### config.mk
export PLATFORM = sky130hd
export DESIGN_NAME = ram_fifo_ctrl
export DESIGN_NICKNAME = d
export VERILOG_FILES = /design/src/rtl/ram_fifo_ctrl.sv
export SDC_FILE = /design/constraint.sdc
export NUM_CORES = 1
export LEC_CHECK = 0
export CAP_MARGIN = 0
export CORE_ASPECT_RATIO = 0.7
export CORE_MARGIN = 4
export CORE_UTILIZATION = 30
export CTS_BUF_LIST = sky130_fd_sc_hd__clkbuf_4 sky130_fd_sc_hd__clkbuf_8
export CTS_CLUSTER_SIZE = 28
export DETAILED_ROUTE_END_ITERATION = 8
export HOLD_SLACK_MARGIN = 0.1
export PLACE_DENSITY = 0.61
export SYNTH_ARGS = -nofsm -noshare
export SYNTH_HDL_FRONTEND = slang
export SYNTH_SLANG_ARGS = --single-unit
### constraint.sdc
create_clock -name clk -period 3.82 [get_ports clk]
set_input_delay 0.573 -clock clk [delete_from_list [all_inputs] [get_ports clk]]
set_output_delay 0.573 -clock clk [all_outputs]
set_load 0.01 [all_outputs]
### src/rtl/ram_fifo_ctrl.sv
`default_nettype none
// ============================================================================
// Module      : ram_fifo_ctrl
// Description : Synchronous FIFO controller for a 16x8 dual-port RAM with a
//               registered read port. It generates write/read enables and
//               addresses, tracks occupancy, and drives full/empty, sticky
//               overflow/underflow and a read-valid strobe.
//               The optional almost_full/almost_empty outputs are enabled by
//               defining RAM_FIFO_ALMOST_FLAGS_EN.
// Revision    : 1.0 - initial release
// ============================================================================
module ram_fifo_ctrl #(
    parameter int ADDR_W   = 4,
    parameter int AF_LEVEL = 14,
    parameter int AE_LEVEL = 2
) (
    input  logic              clk,
    input  logic              rst,
    input  logic              push,
    input  logic              pop,
    output logic              wr_en,
    output logic [ADDR_W-1:0] wr_addr,
    output logic              rd_en,
    output logic [ADDR_W-1:0] rd_addr,
    output logic              rd_valid,
    output logic              full,
    output logic              empty,
    output logic [ADDR_W:0]   count,
    output logic              overflow,
    output logic              underflow
`ifdef RAM_FIFO_ALMOST_FLAGS_EN
    ,
    output logic              almost_full,
    output logic              almost_empty
`endif
);

    localparam logic [ADDR_W:0]   c_DEPTH     = {1'b1, {ADDR_W{1'b0}}};
    localparam logic [ADDR_W:0]   c_CNT_ZERO  = '0;
    localparam logic [ADDR_W:0]   c_CNT_ONE   = (ADDR_W+1)'(1);
    localparam logic [ADDR_W-1:0] c_PTR_ONE   = ADDR_W'(1);

    logic [ADDR_W-1:0] r_wr_ptr;
    logic [ADDR_W-1:0] r_rd_ptr;
    logic [ADDR_W:0]   r_count;
    logic              r_rd_valid;
    logic              r_overflow;
    logic              r_underflow;

    logic              w_full;
    logic              w_empty;
    logic              w_wr_acc;
    logic              w_rd_acc;

    // Flags come only from the registered count, never from push/pop.
    assign w_full   = (r_count == c_DEPTH);
    assign w_empty  = (r_count == c_CNT_ZERO);

    // Enables are gated by rst so the RAM sees no access during reset.
    assign w_wr_acc = push & ~w_full  & ~rst;
    assign w_rd_acc = pop  & ~w_empty & ~rst;

    assign wr_en     = w_wr_acc;
    assign rd_en     = w_rd_acc;
    assign wr_addr   = r_wr_ptr;
    assign rd_addr   = r_rd_ptr;
    assign rd_valid  = r_rd_valid;
    assign full      = w_full;
    assign empty     = w_empty;
    assign count     = r_count;
    assign overflow  = r_overflow;
    assign underflow = r_underflow;

    always_ff @(posedge clk or posedge rst) begin
        if (rst) begin
            r_wr_ptr    <= '0;
            r_rd_ptr    <= '0;
            r_count     <= '0;
            r_rd_valid  <= 1'b0;
            r_overflow  <= 1'b0;
            r_underflow <= 1'b0;
        end else begin
            if (w_wr_acc) begin
                r_wr_ptr <= r_wr_ptr + c_PTR_ONE;
            end
            if (w_rd_acc) begin
                r_rd_ptr <= r_rd_ptr + c_PTR_ONE;
            end
            case ({w_wr_acc, w_rd_acc})
                2'b10:   r_count <= r_count + c_CNT_ONE;
                2'b01:   r_count <= r_count - c_CNT_ONE;
                default: r_count <= r_count;
            endcase
            // RAM dout is registered, so data for a pop appears one cycle later.
            r_rd_valid <= w_rd_acc;
            if (push && w_full) begin
                r_overflow <= 1'b1;
            end
            if (pop && w_empty) begin
                r_underflow <= 1'b1;
            end
        end
    end

`ifdef RAM_FIFO_ALMOST_FLAGS_EN
    localparam logic [ADDR_W:0] c_AF_LEVEL = (ADDR_W+1)'(AF_LEVEL);
    localparam logic [ADDR_W:0] c_AE_LEVEL = (ADDR_W+1)'(AE_LEVEL);

    assign almost_full  = (r_count >= c_AF_LEVEL);
    assign almost_empty = (r_count <= c_AE_LEVEL);
`else
    logic w_unused_levels;
    assign w_unused_levels = (AF_LEVEL > 0) ^ (AE_LEVEL > 0);
`endif

endmodule
`default_nettype wire

* After elaboration in Yosys (flattened, before gate mapping)
Index checks and enable logic that the tools add are counted.
Word-level totals: register bits after elaboration 16, input port bits 4, output and inout bits 20, word-level logic and storage cells 25
Cells by class: add/subtract/negate cells 4, equality and inequality tests 3, mux-type cells 1, bitwise logic cells 7, reductions and logical operators 4
Operators by type and width (number):
- $pmux W5 S2 | 1
- $add A4 B1 Y4 const B | 2
- $add A5 B1 Y5 const B | 1
- $eq A5 B5 Y1 const B | 1
- $logic_not A5 Y1 | 1
- $sub A5 B1 Y5 const B | 1
- $and A1 B1 Y1 | 4
- $not A1 Y1 | 3
- $eq A2 B1 Y1 const B | 1
- $eq A2 B2 Y1 const B | 1
- $logic_and A1 B1 Y1 | 2
- $reduce_bool A2 Y1 | 1

* Depth between registers and ports, before layout
depth after elaboration 6, mapped depth 8, mapped depth without buffers 8

* Worst setup path after synthesis
OpenSTA, ideal clock, no wires.
path type register -> register, from register r_count[0] (netlist: count[0]), to register r_count[4] (netlist: count[4]), setup time 0.087 ns, arrival time 2.719 ns, required time 3.733 ns, setup slack 1.014 ns, cell stages (with the launch flop) 9, path buffers 0, period minus slack after synthesis 2.806 ns, cells stage by stage dfrtp_1 -> or4_4 -> o21ai_4 -> inv_1 -> ha_1 -> fa_1 -> a21oi_1 -> mux2_2 -> o211ai_1
Between the ends: cells in the longest elaborated chain, start to end 6, elaborated cells on any way between the ends 14, classes of those cells add/sub (2); eq/ne (3); mux (1); bitwise (6); reduce/logical (2)
RTL lines:
- from (decl) | RTL line 45 | logic [ADDR_W:0] r_count;
- from (signal assigned) | RTL line 90 | 2'b10: r_count <= r_count + c_CNT_ONE;
- from (signal assigned) | RTL line 91 | 2'b01: r_count <= r_count - c_CNT_ONE;
- from (signal assigned) | RTL line 92 | default: r_count <= r_count;
- $logic_not A5 Y1 (*) | RTL line 57 | assign w_empty = (r_count == c_CNT_ZERO);
- $not A1 Y1 (*) | RTL line 61 | assign w_rd_acc = pop & ~w_empty & ~rst;
- $and A1 B1 Y1 (*) (2 in a row) | RTL line 61
- net rd_en | RTL line 23 | output logic rd_en,
- $eq A2 B1 Y1 / $eq A2 B2 Y1 (equally long branches) | RTL line 89 | case ({w_wr_acc, w_rd_acc})
- $pmux W5 S2 / $reduce_bool A2 Y1 (equally long branches)
Mark *: on every way through the listed nets, which the timed path passes. The rest lies on a longest branch. A chain may end at the register's enable or synchronous reset.

* Worst setup path in the final report
from input port pop, to register r_count[4] (netlist: count[4])
Between the ends: cells in the longest elaborated chain, start to end 4, elaborated cells on any way between the ends 6, classes of those cells eq/ne (2); mux (1); bitwise (2); reduce/logical (1)
RTL lines:
- from (decl) | RTL line 20 | input logic pop,
- $and A1 B1 Y1 (*) (2 in a row) | RTL line 61
- $eq A2 B1 Y1 / $eq A2 B2 Y1 (equally long branches) | RTL line 89
- $pmux W5 S2 / $reduce_bool A2 Y1 (equally long branches)
Mark *: on every way between the ends. The rest lies on a longest branch, timed or not.

==> metrics <==
Rows 16; status completed; vias in the first global route 618; Worst Clk Skew about 1.0 ps; Final #Nets 116; Clk pin slew, worst setup/hold paths around 60 ps; core area around 2800 µm²; Initial Utilization 31.7%; GRT overflow 0; Post-synth EDFFs 0; ys flop type dfrtp_1; Worst Setup Start Kind primary input; Final Critical Period around 3000 ps; post-CTS resize count 0; DR DRC count 0; Synth Net Count 90; DIE HEIGHT about 54 µm; sequential fraction of the synthesis area 44.4%; DRT antenna net count 0; PnR worst setup slack around 800 ps; final hold viol count 0; reg2reg path depth 8; Net Switching 372 µW; final WL 1.89 mm; CTS tree done; Syn-to-layout area delta 35.8%; Synth top area share 44.4%; clock network power share approximately 15%; synth top area cells dfrtp_1 44%, ha_1 8.3%, xnor2_1 4.9%, xor2_1 2.9%, a21oi_1 2.8%; drt first pass iters 2; Post-DP Area 1170 µm²; die extent in x about 74 µm; IO Port Bufs 23; TritonCTS buffer count 3; Sinks on Clock Net 16; routed len/inst 13.5 µm; switching share of total power 37.6%; hold crit path type reg2reg; dpl hpwl 1.45 mm; Die ar. between 3000 and 4000 µm²; Slew @ Worst Pin ~620 ps; via/cell ratio 4.86; post-CTS setup buffer count 0; critical path endpoint category flop; gp weighted congestion 0.782; share of cells above drive strength 1 approximately a tenth; hold buffers post-CTS 0; Iteration-0 DRC Markers 16; Setup crit start pop; Internal Power slightly above 600 µW; Rel. slew slack 58.7%; clk root buf clkbuf_8; first-pass GRT wire length 3.03 mm; largest net degree at the start of global routing 17; Critical Path AT 3140 ps; Total GRT Usage between 10% and 20%; CP required 3950 ps; max-slew violation count 0; worst vdd ir between 0.2 and 0.25 mV; final setup vio count 0; Post-synth ARST share 100%; ant diodes 0; io pins 24; fin area 1220 µm²; RSZ-0062 raised after global routing no; Avg Inst Size Synth about 11 µm²; Max Buffers Root-to-Sink 2; Setup crit end count[4]; largest area contributor in the netlist dfrtp_1; Synth cell types 31; Seq pwr share 36.8%; Mapped Cells 79; R2R setup slack 860 ps; Period Utilization, post-route roughly 79%; critical path class in2reg; via count 681; Post-synth top cells 16 x dfrtp_1, 6 x ha_1, 6 x inv_1, 5 x a21oi_1, 5 x xnor2_1; Ys Warns 0; max_cap viols 0; H-tree depth 1; most numerous cell in the Yosys netlist dfrtp_1; worst skew pair latency 250 ps; post-synthesis register bit count 16; fmax 0.332 GHz; Filler Cell Count 280; Max FO, Critical Path 10; synthesized area 902 µm²; Placement Setup Slack 566 ps; pwr/cell area 809 nW/µm²; Comb power frac 48.2%; RR Endpoint count[4]; setup TNS 0 ps; initial antenna violation count 0; RR Startpoint count[0]; Leak 0.000506 µW
[per-layer routing]
| metal | wire, µm | global-route usage, % |
|---|---|---|
| met1 | 918 | 13.7 |
| met2 | 781 | 15.3 |
| met3 | 181 | 5.22 |
| met4 | 10 | 1.81 |
| met5 | 0 | 0 |
[sequential cells by signal, indices dropped and copies added (netlist names)]
signal / flops
count: 5
underflow: 1
rd_addr: 4
rd_valid: 1
overflow: 1
wr_addr: 4
[worst min-delay path by stage]
stage | endpoint | depth (start not counted) | slack, ps | startpoint
after floorplan | count[0] | 1 | 490 | rst
after global placement | underflow | 1 | 450 | underflow
after detailed placement | underflow | 1 | 460 | underflow
after CTS | underflow | 1 | 470 | underflow
after global routing | underflow | 1 | 480 | underflow
final | rd_addr[3] | 1 | 470 | rd_addr[3]
[cell families after synthesis]
group | count (synthesis) | synth area share (%)
compound gates | 17 | 15.1
xor+xnor | 8 | 7.77
fa+ha+maj | 7 | 10.5
buf+inv | 8 | 3.33
flops | 16 | 44.4
mux | 4 | 4.99
simple gates | 19 | 13.9
[critical path, cell delays in order]
cell and delay [ps]:
clkdlybuf4s50_1 470, nor2b_1 380, o21ai_4 120, inv_1 130
ha_1 380, ha_1 370, or4b_1 480, o311ai_0 110
o211ai_1 120
[layout make-up]
type / instances / area (µm²) / area share, %
clock buffers: 4 / 55.1 / 4.49
inverters: 6 / 22.5 / 1.84
multi-input cells: 55 / 472 / 38.5
flip-flops and latches: 16 / 400 / 32.7
well taps: 36 / 45.0 / 3.68
repair buffers: 23 / 230 / 18.8
[stage by stage]
step                cells  utilization (%)  hold WS, ps  total power (µW)
global route          140             43.1          482              1070
global placement      136             41.2          453               839
CTS                   140             43.1          470              1010
floorplan              79                -          487               606
finish                140             43.1          472               991
detailed placement    136             41.2          455               852
[layout by cell type (no fill, tap or decap), types with 2 or more instances in the layout]
| cell type | instances |
|---|---|
| mux2_1 | 2 |
| ha_1 | 6 |
| o211ai_1 | 2 |
| xnor2_1 | 5 |
| a21o_1 | 2 |
| nor2_1 | 3 |
| a211oi_1 | 2 |
| a21oi_1 | 5 |
| o211ai_2 | 2 |
| inv_1 | 6 |
| nor3b_1 | 3 |
| mux2_2 | 2 |
| clkbuf_8 | 4 |
| nand3_1 | 3 |
| clkdlybuf4s50_1 | 23 |
| xor2_1 | 3 |
| dfrtp_1 | 16 |
[power by group through the flow]
stage / clock (µW) / sequential (µW) / combinational, µW
3_5_place_dp: 0 / 369 / 483
2_1_floorplan: 0 / 373 / 234
6_report: 149 / 364 / 478
5_1_grt: 164 / 377 / 532
4_1_cts: 156 / 366 / 485
3_3_place_gp: 0 / 363 / 475
Power figures use the tool's default switching activity.
==> variant 1 (config.mk and constraints unchanged) <==
Change the parameter `ADDR_W` from 4 to 6.
--- a/src/rtl/ram_fifo_ctrl.sv
+++ b/src/rtl/ram_fifo_ctrl.sv
@@ -10,7 +10,7 @@
 // Revision    : 1.0 - initial release
 // ============================================================================
 module ram_fifo_ctrl #(
-    parameter int ADDR_W   = 4,
+    parameter int ADDR_W   = 6,
     parameter int AF_LEVEL = 14,
     parameter int AE_LEVEL = 2
 ) (
Ports: changed (resized count, rd_addr and wr_addr); port bits go from 24 to 30. No check against the original RTL was run, so the function may have changed too.
==> variant 1 against the original RTL <==
Cell area rose by 33%; worst setup slack got worse by 140 ps; sequential cell count rose by 6; wire length rose by 34%; final cell count rose by 37%; total power rose by 25%; sequential power rose by 31%; synthesized area rose by 35%; register-to-register slack got worse by 40 ps; highest routed layer unchanged.
==> variant 1: results <==
[clocking]
post_cts_buffers = 0
htreeDepth = 1
clock_path_buffers = 2
path_clk_slew_ps = 70
cts_made_buffers = 3
cts_resized = 0
clock-root-buffer = clkbuf_8
insertion_delay_ps = 250

[global_routing]
grt_pass1_vias = 917
grt_use_total_pct = 10.7
grt_pass1_wl_mm = 4.44
grt_max_degree = 23
grt_antenna_before_repair = 0

[logic_synthesis]
synthFlopType = dfrtp_1
synthesis.nets = 120
ys_async_sr_fraction_pct = 100
netlist-cell-type-count = 33
ys_seq_area_share_pct = 45.1
ys_top_cells_by_count = dfrtp_1 (22), inv_1 (9), ha_1 (8), xnor2_1 (8), xor2_1 (6)
ys_warn_count = 0
synth_seq_cells = 22
synth_area_leaders = dfrtp_1 (45%), ha_1 (8.2%), xnor2_1 (5.7%), a311oi_4 (4.3%), xor2_1 (4.3%)

[place]
dpl.hpwl_mm = 2.08
place_area_um2 = 1590
globalplace.congestion = 0.846
port_buffers = 29

[final_layout]
fill_cells = 384
drive_gt1_share_pct = 10.0
n_antenna_cell = 0
largest_reg_flops = 7
nNetsFinal = 155

[detailed_routing]
vias_per_cell = 4.79
drt_iter0_drc = 17
postRouteWirelength_mm = 2.54
dr.pass1.iters = 4

[pwr]
ir_worst_vdd_mv = 0.298
power_leakage_uw = 0.000696

[timing]
max-slew-margin-rel_pct = 67.6
fin_skew_ps = 3.21

[worst_setup_path]
crit_arrival_ps = 3290
cp_max_fo = 9

[outcome]
outcome = finished, final reports clean

[worst_hold_path]
hp-class = reg2reg
variant 1: cell types whose count changed after synthesis, moves of 3 or more:
cell     unedited run  this run
o21ai_0             1         5
dfrtp_1            16        22
inv_1               6         9
nand4_1             1         5
xor2_1              3         6
nand2_1             1         5
a21oi_1             5         2
xnor2_1             5         8
variant 1: cells by family (layout without fill, tap and decap cells):
logic type               after synthesis  count (layout)  share of synthesized area, %
AND/OR/NAND/NOR                       28              28                          14.5
buffers and inverters                 10              43                          3.07
XOR/XNOR                              14              14                          10.0
adder cells (fa/ha/maj)                9               9                          9.84
flip-flops                            22              22                          45.1
multiplexers                           3               3                          2.66
AO/OA/AOI/OAI                         21              21                          14.8
variant 1: worst paths after layout:
kind / start / end / slack, ps / depth (start not counted)
setup / recovery: rst / count[6]$_DFFE_PP0P_ / 670 / 9
hold / removal: overflow$_DFFE_PP0P_ / overflow$_DFFE_PP0P_ / 470 / 1
setup reg to reg: count[3]$_DFFE_PP0P_ / count[6]$_DFFE_PP0P_ / 820 / 10
hold reg to reg: overflow$_DFFE_PP0P_ / overflow$_DFFE_PP0P_ / 470 / 1
max in group asynchronous: rst / count[5]$_DFFE_PP0P_ / 2710 / 3
min in group asynchronous: rst / wr_addr[3]$_DFFE_PP0P_ / 890 / 3
variant 1: critical path, cell delays in order:
cell             delay [ps]
clkdlybuf4s50_1         540
a311oi_4                470
inv_1                    80
ha_1                    330
ha_1                    390
or3b_2                  450
a211oi_1                220
a211oi_1                100
xnor2_1                 130
variant 1: where the power goes:
group | switching (uW) | internal, uW | leakage (uW) | total [uW]
combinational | 278 | 354 | 0.000405 | 631
sequential | 138 | 339 | 0.000270 | 477
clock | 64.8 | 70.1 | 0.0000216 | 135
variant 1: metal layers:
layer,wire (um),GRT usage (%),vias to the layer above
met5,0,0,-
met4,5,2.75,0
met3,163,2.14,2
met2,1210,19.0,22
met1,1160,13.7,440
li1,-,-,455
variant 1: stage by stage:
stage / worst slack (ps) / power, uW / std cells
after CTS: 673 / 1260 / 192
final: 666 / 1240 / 192
after floorplan: 1100 / 807 / 107
after global placement: 565 / 1100 / 189
after global routing: 444 / 1340 / 192
after detailed placement: 406 / 1120 / 189
variant 1: area by class of cell:
cell class	count	area [um2]	area share, %
multi-input cells	75	633	38.9
flip-flops and latches	22	551	33.8
repair buffers	31	305	18.7
well taps	52	65.1	3.99
clock buffers	3	41.3	2.53
inverters	9	33.8	2.07
==> variant 2 (config.mk and constraints unchanged) <==
Without the edit above. Register the output `count` once more, cleared by the reset; this adds one clock of latency there. The other outputs are not delayed to match. Comments in the files are not updated.
--- a/src/rtl/ram_fifo_ctrl.sv
+++ b/src/rtl/ram_fifo_ctrl.sv
@@ -67,7 +67,13 @@
     assign rd_valid  = r_rd_valid;
     assign full      = w_full;
     assign empty     = w_empty;
-    assign count     = r_count;
+    always_ff @(posedge clk or posedge rst) begin
+        if (rst) begin
+            count <= '0;
+        end else begin
+            count <= r_count;
+        end
+    end
     assign overflow  = r_overflow;
     assign underflow = r_underflow;
 
Formal check against the unedited RTL: not equivalent (Yosys sat finds a counterexample within 4 cycles, from zero or initial values and one cycle with rst high).
==> variant 2 against the original RTL <==
Total power is 7.5% higher; cell area grew 11%; sequential cell count grew 5; largest power group unchanged; core utilization shrank 0.90 points; sequential share of layout area increased by 6.1 points; combinational power is 1% higher; first-iteration DRC count fell by 13%; synthesized area grew 14%; wire length rose by 5.8%; worst setup slack lost 21 ps.
==> variant 2: results <==
[clocking]
post_cts_buffers = 0
cts_made_buffers = 3

[final_layout]
nNetsFinal = 121
fill_cells = 297
final_cells = 156
drive_gt1_share_pct = 10.1

[global_routing]
grt_use_total_pct = 10.0
grt_pass1_wl_mm = 3.62
grt_max_degree = 22

[worst_setup_path]
crit_arrival_ps = 3160
ff2ff_setup_slack_ps = 830
worstSetupEndpoint = r_count[4]$_DFFE_PP0P_
reg2reg_from = r_count[0]$_DFFE_PP0P_
path_delay_family = simple AND/OR/NAND/NOR gates

[place]
globalplace.congestion = 0.871
dpl.hpwl_mm = 1.57
dpl.cell_count = 152
place_ws_ps = 519

[worst_hold_path]
whs_endpoint = overflow$_DFFE_PP0P_
min-delay-start = overflow$_DFFE_PP0P_

[timing]
tightestPinTransition_ps = 808
whs_ps = 462
fin_skew_ps = 3.01

[outcome]
outcome = finished, final reports clean

[pwr]
power_leakage_uw = 0.000563
ir_worst_vdd_mv = 0.227
p_int_uw = 678

[logic_synthesis]
ys_top_cells_by_count = dfrtp_1 (21), ha_1 (6), inv_1 (6)
synth_area_leaders = dfrtp_1 (51%), ha_1 (7.3%), xnor2_1 (4.3%), xor2_1 (2.6%), a21oi_1 (2.4%)
ys_seq_area_share_pct = 51.2
synthesis.nets = 95

[detailed_routing]
drt_iter0_drc = 14
drtAntennaViolNets = 0
vias = 734
postRouteWirelength_mm = 2.00
==> variant 2: changes by cell type in the layout (fill, tap and decap cells not counted) <==
| cell | before | now |
|---|---|---|
| dfrtp_1 | 16 | 21 |
| clkinv_2 | 0 | 1 |
| clkbuf_8 | 4 | 3 |
==> variant 2: final cells by class <==
cell class                      instances  area (um2)  area share, %
Clock buffer                            3        41.3           3.05
Sequential cell                        21         526           38.8
Clock inverter                          1        5.00          0.369
Inverter                                6        22.5           1.66
Tap cell                               47        58.8           4.34
Multi-Input combinational cell         55         472           34.8
Timing Repair Buffer                   23         230           17.0
==> variant 2: per-stage QoR <==
| step | cell area [um2] | power (uW) | utilization [%] |
|---|---|---|---|
| 2_1_floorplan | 1030 | 691 | - |
| 3_3_place_gp | 1310 | 924 | 40.7 |
| 3_5_place_dp | 1310 | 938 | 40.7 |
| 4_1_cts | 1360 | 1080 | 42.2 |
| 5_1_grt | 1360 | 1150 | 42.2 |
| 6_report | 1360 | 1070 | 42.2 |
==> variant 2: power by group through the flow <==
stage	Combinational (uW)	Sequential, uW	Clock (uW)
2_1_floorplan	235	456	0
3_3_place_gp	478	446	0
3_5_place_dp	488	450	0
4_1_cts	490	445	146
5_1_grt	533	467	154
6_report	483	442	141
==> variant 2: layer usage <==
metal,vias up,part of all wire (%),global-route usage [%]
li1,353,-,-
met1,361,46,11.9
met2,20,48,17.6
met3,0,5.5,3.00
met4,0,0,3.24
met5,-,0,0
==> variant 2: kinds of logic after synthesis <==
family          after synthesis  share of synthesized area [%]
compound gates               17                           13.3
xor+xnor                      8                           6.82
fa+ha+maj                     7                           9.26
buf+inv                       8                           2.92
flops                        21                           51.2
mux                           4                           4.38
simple gates                 19                           12.2
